<file path="src/rtl/param_updown_counter_if.sv">
// Control and status bundle for param_updown_counter: the driver (master) owns the
// count controls, the counter (slave) owns count, terminal count, wrap flag and display.
interface param_updown_counter_if #(
    parameter int WIDTH = 8
);
    localparam int HEX_W = 7 * ((WIDTH + 3) / 4);

    logic             enable;
    logic             up;
    logic             load;
    logic [WIDTH-1:0] data;
    logic [WIDTH-1:0] q;
    logic             tc;
    logic             wrap;
    logic [HEX_W-1:0] hex;

    modport master (
        output enable, up, load, data,
        input  q, tc, wrap, hex
    );

    modport slave (
        input  enable, up, load, data,
        output q, tc, wrap, hex
    );
endinterface

</file>
<file path="src/rtl/param_updown_counter.sv">
// Modulo-(MAX_COUNT+1) up/down counter with clamped parallel load, cascade TC and sticky wrap.
// Define PARAM_COUNTER_HEX_EN to drive the active-low 7-segment digits; otherwise they stay blank.
module param_updown_counter #(
    parameter int WIDTH     = 8,
    parameter int MAX_COUNT = 255
) (
    input logic                  clk,
    input logic                  rst_n,
    param_updown_counter_if.slave bus
);
    localparam logic [WIDTH-1:0] MAX_Q = WIDTH'(MAX_COUNT);

    logic [WIDTH-1:0] q_r;
    logic             wrap_r;
    logic [WIDTH-1:0] load_val;
    logic             at_max;
    logic             at_zero;
    logic             tc_w;

    assign at_max   = (q_r == MAX_Q);
    assign at_zero  = (q_r == '0);
    assign load_val = (bus.data > MAX_Q) ? MAX_Q : bus.data;

    // A wrap happens exactly when TC is high and no load overrides the edge.
    assign tc_w = bus.enable & ((bus.up & at_max) | (~bus.up & at_zero));

    always_ff @(posedge clk or negedge rst_n) begin
        if (!rst_n) begin
            q_r    <= '0;
            wrap_r <= 1'b0;
        end else if (bus.load) begin
            q_r    <= load_val;
            wrap_r <= 1'b0;
        end else if (bus.enable) begin
            if (bus.up) begin
                q_r <= at_max ? '0 : q_r + 1'b1;
            end else begin
                q_r <= at_zero ? MAX_Q : q_r - 1'b1;
            end
            if (tc_w) begin
                wrap_r <= 1'b1;
            end
        end
    end

    assign bus.q    = q_r;
    assign bus.wrap = wrap_r;
    assign bus.tc   = tc_w;

`ifdef PARAM_COUNTER_HEX_EN
    localparam int NDIG = (WIDTH + 3) / 4;

    logic [4*NDIG-1:0] q_pad;
    assign q_pad = (4*NDIG)'(q_r);

    function automatic logic [6:0] seg7(input logic [3:0] n);
        logic [6:0] s;
        case (n)
            4'h0: s = 7'h40;
            4'h1: s = 7'h79;
            4'h2: s = 7'h24;
            4'h3: s = 7'h30;
            4'h4: s = 7'h19;
            4'h5: s = 7'h12;
            4'h6: s = 7'h02;
            4'h7: s = 7'h78;
            4'h8: s = 7'h00;
            4'h9: s = 7'h10;
            4'hA: s = 7'h08;
            4'hB: s = 7'h03;
            4'hC: s = 7'h46;
            4'hD: s = 7'h21;
            4'hE: s = 7'h06;
            default: s = 7'h0E;
        endcase
        return s;
    endfunction

    for (genvar i = 0; i < NDIG; i++) begin : g_digit
        assign bus.hex[7*i +: 7] = seg7(q_pad[4*i +: 4]);
    end
`else
    assign bus.hex = '1;
`endif
endmodule
</file>
<file path="src/flat_wrapper.sv">
// flat-port wrapper written by rule: the top's interface ports become plain ports
module param_updown_counter_flat 
#(
    parameter int WIDTH     = 8,
    parameter int MAX_COUNT = 255
)
  (clk, rst_n, bus_enable, bus_up, bus_load, bus_data, bus_q, bus_tc, bus_wrap, bus_hex);
  param_updown_counter_if #(.WIDTH(WIDTH)) bus_i ();
  input logic clk;
  input logic rst_n;
  input wire logic [$bits(bus_i.enable)-1:0] bus_enable;
  input wire logic [$bits(bus_i.up)-1:0] bus_up;
  input wire logic [$bits(bus_i.load)-1:0] bus_load;
  input wire logic [$bits(bus_i.data)-1:0] bus_data;
  output wire logic [$bits(bus_i.q)-1:0] bus_q;
  output wire logic [$bits(bus_i.tc)-1:0] bus_tc;
  output wire logic [$bits(bus_i.wrap)-1:0] bus_wrap;
  output wire logic [$bits(bus_i.hex)-1:0] bus_hex;
  assign bus_i.enable = bus_enable;
  assign bus_i.up = bus_up;
  assign bus_i.load = bus_load;
  assign bus_i.data = bus_data;
  assign bus_q = bus_i.q;
  assign bus_tc = bus_i.tc;
  assign bus_wrap = bus_i.wrap;
  assign bus_hex = bus_i.hex;
  param_updown_counter #(.WIDTH(WIDTH), .MAX_COUNT(MAX_COUNT)) u_core (.clk(clk), .rst_n(rst_n), .bus(bus_i));
endmodule
</file>
<file path="config.mk">
export PLATFORM = sky130hd
export DESIGN_NAME = param_updown_counter_flat
export DESIGN_NICKNAME = d
export VERILOG_FILES = /design/src/rtl/param_updown_counter_if.sv /design/src/rtl/param_updown_counter.sv /design/src/flat_wrapper.sv
export SDC_FILE = /design/constraint.sdc
export NUM_CORES = 1
export LEC_CHECK = 0
export ABC_AREA = 1
export CAP_MARGIN = 20
export CORE_UTILIZATION = 24
export DETAILED_ROUTE_END_ITERATION = 10
export HOLD_SLACK_MARGIN = 0.12
export SYNTH_ARGS = -nofsm -noshare
export SYNTH_HDL_FRONTEND = slang
export SYNTH_SLANG_ARGS = --single-unit
</file>
<file path="constraint.sdc">
create_clock -name clk -period 1.8 [get_ports clk]
set_input_delay 0.27 -clock clk [delete_from_list [all_inputs] [get_ports clk]]
set_output_delay 0.27 -clock clk [all_outputs]
set_load 0.02 [all_outputs]
</file>
# Yosys cells after proc, flatten, opt, wreduce, memory -nomap -nowiden
# Index checks and enable logic that the tools add are counted.
totals:
  register_bits: 9
  in_bits: 13
  out_inout_bits: 24
op_classes:
  add_sub_neg: 2
  magnitude_cmp: 1
  n_eq_ne: 1
  mux: 9
  bitwise_logic: 5
  reduce_logical: 4
ops:
  columns: ["op", "count"]
  rows:
  - ["8-bit 2-to-1 mux", 6]
  - ["8-bit by 1-bit adder with 8-bit output (second input constant)", 1]
  - ["8-bit == test (second input constant)", 1]
  - ["8-bit > comparator (second input constant)", 1]
  - ["8-bit zero test", 1]
  - ["8-bit by 1-bit subtractor with 8-bit output (second input constant)", 1]
  - ["2-bit nonzero test", 2]
  - ["1-bit bitwise AND", 3]
  - ["1-bit 2-to-1 mux", 3]
  - ["2-bit AND reduction", 1]
  - ["1-bit inverter", 1]
  - ["1-bit OR", 1]

# Longest topological paths before layout
# Gate-level depths: netlist of the first run.
depth:
  ltp_word: 7
  ltp_mapped: 10
  ltp_nobuf: 9

# Worst setup path after synthesis of the first run
# Ideal clock, no wire load.
synth_path:
  path_type: "register to output"
  startpoint: "reg u_core.q_r[1] (netlist: u_core.bus.q[1])"
  endpoint: "out bus_tc"
  t_arrival_ps: 1463
  setup_slack_ps: 67
  stages_incl_launch_ff: 9
  n_path_buf: 0
  path_cell_list: "dfrtp_1 > ha_1 > nand2_4 > nor2_4 > nand3_2 > and2_4 > nor2_4 > nand2_2 > inv_1"
synth_between:
  elab_chain_len: 4
  elab_cells_between_ends: 6
  cone_classes: "eq/ne (1); bitwise (4); reduce/logical (1)"
synth_lines:
  columns: ["element", "line_no", "source"]
  rows:
  - ["start: declaration", "param_updown_counter.sv:13", "logic [WIDTH-1:0] q_r;"]
  - ["start signal: assignment", "param_updown_counter.sv:32", "q_r <= load_val;"]
  - ["start signal: assignment", "param_updown_counter.sv:36", "q_r <= at_max ? '0 : q_r + 1'b1;"]
  - ["start signal: assignment", "param_updown_counter.sv:38", "q_r <= at_zero ? MAX_Q : q_r - 1'b1;"]
  - ["8-bit == test / 8-bit zero test (equally long branches)", "param_updown_counter.sv:20, param_updown_counter.sv:21", null]
  - ["1-bit bitwise AND", "param_updown_counter.sv:25", "assign tc_w = bus.enable & ((bus.up & at_max) | (~bus.up & at_zero));"]
  - ["1-bit OR *", "param_updown_counter.sv:25", null]
  - ["1-bit bitwise AND *", "param_updown_counter.sv:25", null]
  - ["end: declaration", "flat_wrapper.sv:16", "output wire logic [$bits(bus_i.tc)-1:0] bus_tc;"]
# Every way passes the cells marked *; elsewhere a longest branch is shown, timed or not.

# Final worst setup path of the first run
layout_path:
  startpoint: "reg u_core.q_r[0] (netlist: u_core.bus.q[0])"
  endpoint: "out bus_tc"
# The elaborated chain is that of the path after synthesis.

==> metrics, run 1 <==
Tightest Pin Transition=0.7580 ns; routed vias/inst=4.383; Yosys reg bits=9; Synth top area share=22.47%; Reg2Reg Capture Point=u_core.bus.q[4]; CTS Buffer Depth=2; CP max FO=2; DR WL/cell=11.12 um; die area=4438 um2; Setup TNS=0 ns; worst setup path startpoint=u_core.bus.q[0]; DRT Pass-1 Iters=5; Crit path arrival time=1.46 ns; cells after synthesis=157; most frequent cells in the layout=nand2_1, buf_4, clkdlybuf4s50_1; WS Path Type=reg -> out; initial DRC count=30; CP cell instances=ha_4 -> nand2_4 -> nor2_4 -> nand3_2 -> and2_4 -> nor2_4 -> nand2_2 -> inv_1 -> buf_4; placed cells=250; Hold Crit Class=in -> async; Port Buffers=22; Achievable Freq=576.6 MHz; CTS Sinks=9; Antenna Nets Post-Route=0; hold_ws=0.3483 ns; H-tree levels=1; first-pass GRT wire length=4574 um; syn avg cell area=6.384 um2; Ys Warns=0; initial antenna violation count=0; GPL Wtd Cong=0.9388; Core Region=4000 um2; grt total ovfl=0; hold-fix buffer count after cts=0; Root Buffer=clkbuf_8; Diodes inserted=0; most common cell after layout, fill and taps aside=nand2_1; top post-synthesis cells by area=dfrtp_1, nand2_1, buf_4; Worst path max stage delay=0.38 ns; worst vdd ir=325.3 uV; Slew headroom=49.28%; Non-Filler Instances=256; drt drc=0; chip width=66.62 um; register area share after synthesis=22.47%; CTS tree=done; vias in the first global route=1033; Leak=0.7453 nW; CP most frequent cell=nor2_4; vias=1122; Nets=223; Final Cycle Share=96.36%; FF-to-FF Start=u_core.bus.q[0]; count of final hold-check violations=0; startpoint types=register; final total power=1.014 mW; hpwl dp=2291 um; # IOs=37; floorplan row count=23; Worst Setup End Kind=output port; PnR worst setup slack=0.06555 ns; Cell variety after synth=27; post-synth top area cell=dfrtp_1; Worst-path clk slew=0.05 ns; worst endpoint required time=1.53 ns; ratio of cells with drive above 1 in the final layout=26.21%; Num CTS Buffers=3; max_cap viols=0; Critical Path Slowest Stage Cell=dfrtp_1; all-layer global routing usage=13.76%; largest net degree at the start of global routing=12; initial core utilization=25.05%; R2R Setup Slk=0.16 ns; worst r2r path cells=9; Final Skew=0.006748 ns; Area Growth Syn to Fin=50.69%; Period minus WS final=1.734 ns; Max Slew Vio Count=0; Power Dens Cells=671.4 nW/um2; outcome=finished clean; Worst-Skew Late Latency=0.24 ns; final WL=2846 um; Post-Synthesis Cell Area=1002 um2; Die Ht=66.62 um; worst slack, placed=-0.2138 ns; Worst Setup EP=bus_tc; Final setup viols=0
per-stage QoR:
step                instance area (um2)  util, %
finish                             1510    37.75
detailed placement                 1408    35.19
global route                       1510    37.75
global placement                   1408    35.19
CTS                                1468    36.69
floorplan                          1051        -
cells in the mapped netlist (all sizes together):
| cell type | number |
|---|---|
| nand4 | 2 |
| nor3 | 1 |
| conb | 1 |
| dfrtp | 9 |
| nor2 | 21 |
| nand2 | 45 |
| or2 | 1 |
| nand3 | 19 |
| buf | 18 |
| a22oi | 3 |
| o21ai | 8 |
| o211ai | 1 |
| a21oi | 4 |
| xor2 | 3 |
| ha | 3 |
| and2 | 1 |
| clkbuf | 1 |
| inv | 16 |
routing by layer:
metal	wire length (um)	GRT usage, %	up-vias
met3	99	1.712	4
met2	1428	24.62	33
met1	1284	16.55	517
li1	-	-	568
met5	0	0	-
met4	34	5.053	0
repair_timing:
action | CTS | global route
setup endpoints to repair | 1 | 2
gates resized for setup | 9 | 9
gates cloned | 0 | 0
setup buffers | 0 | 2
pin swaps | 1 | 4
cells by family after synthesis:
kind of cell / share of synthesized area (%)
simple gates: 42.20
compound gates: 9.738
other cells: 0.3742
buf+inv: 18.85
flops: 22.47
xor+xnor: 2.622
fa+ha+maj: 3.746
report_power, final:
group | internal (mW) | switching (mW) | total (mW)
Combinational | 0.236 | 0.283 | 0.519
Sequential | 0.228 | 0.0291 | 0.257
Clock | 0.155 | 0.0835 | 0.238
registers in the layout (all words and copies together) (netlist names):
signal           cells
u_core.bus.q         8
u_core.bus.wrap      1
how the worst min path moves through the flow:
| stage | cells after the start | to | from | slack [ns] |
|---|---|---|---|---|
| 2_1_floorplan | 0 | u_core.bus.q[0] | rst_n | -0.03 |
| 3_3_place_gp | 2 | u_core.bus.wrap | u_core.bus.wrap | 0.52 |
| 3_5_place_dp | 2 | u_core.bus.wrap | u_core.bus.wrap | 0.53 |
| 4_1_cts | 1 | u_core.bus.q[5] | rst_n | 0.36 |
| 5_1_grt | 1 | u_core.bus.q[5] | rst_n | 0.38 |
| 6_report | 1 | u_core.bus.q[5] | rst_n | 0.35 |
final cells by class:
cell class / instances / area (um2)
fillers: 416 / 2490
multi-input cells: 126 / 681.9
repair buffers: 51 / 435.4
flip-flops and latches: 9 / 225.2
well taps: 50 / 62.56
inverters: 16 / 60.06
clock buffers: 4 / 45.04
worst max-delay path, delay by kind of cell (launching register included):
kind                     cells  cell delay [ns]
adder cells (fa/ha/maj)      1             0.16
flip-flops                   1             0.38
buffers and inverters        2             0.18
AND/OR/NAND/NOR              6             0.52
Note: power is estimated with default switching activity, not from simulation.
==> run 2, diff against run 1 <==
SLEW_MARGIN = 20   (was not set)
==> results of run 2 <==
The final DEF is identical to that of run 1; final timing and power are the same.
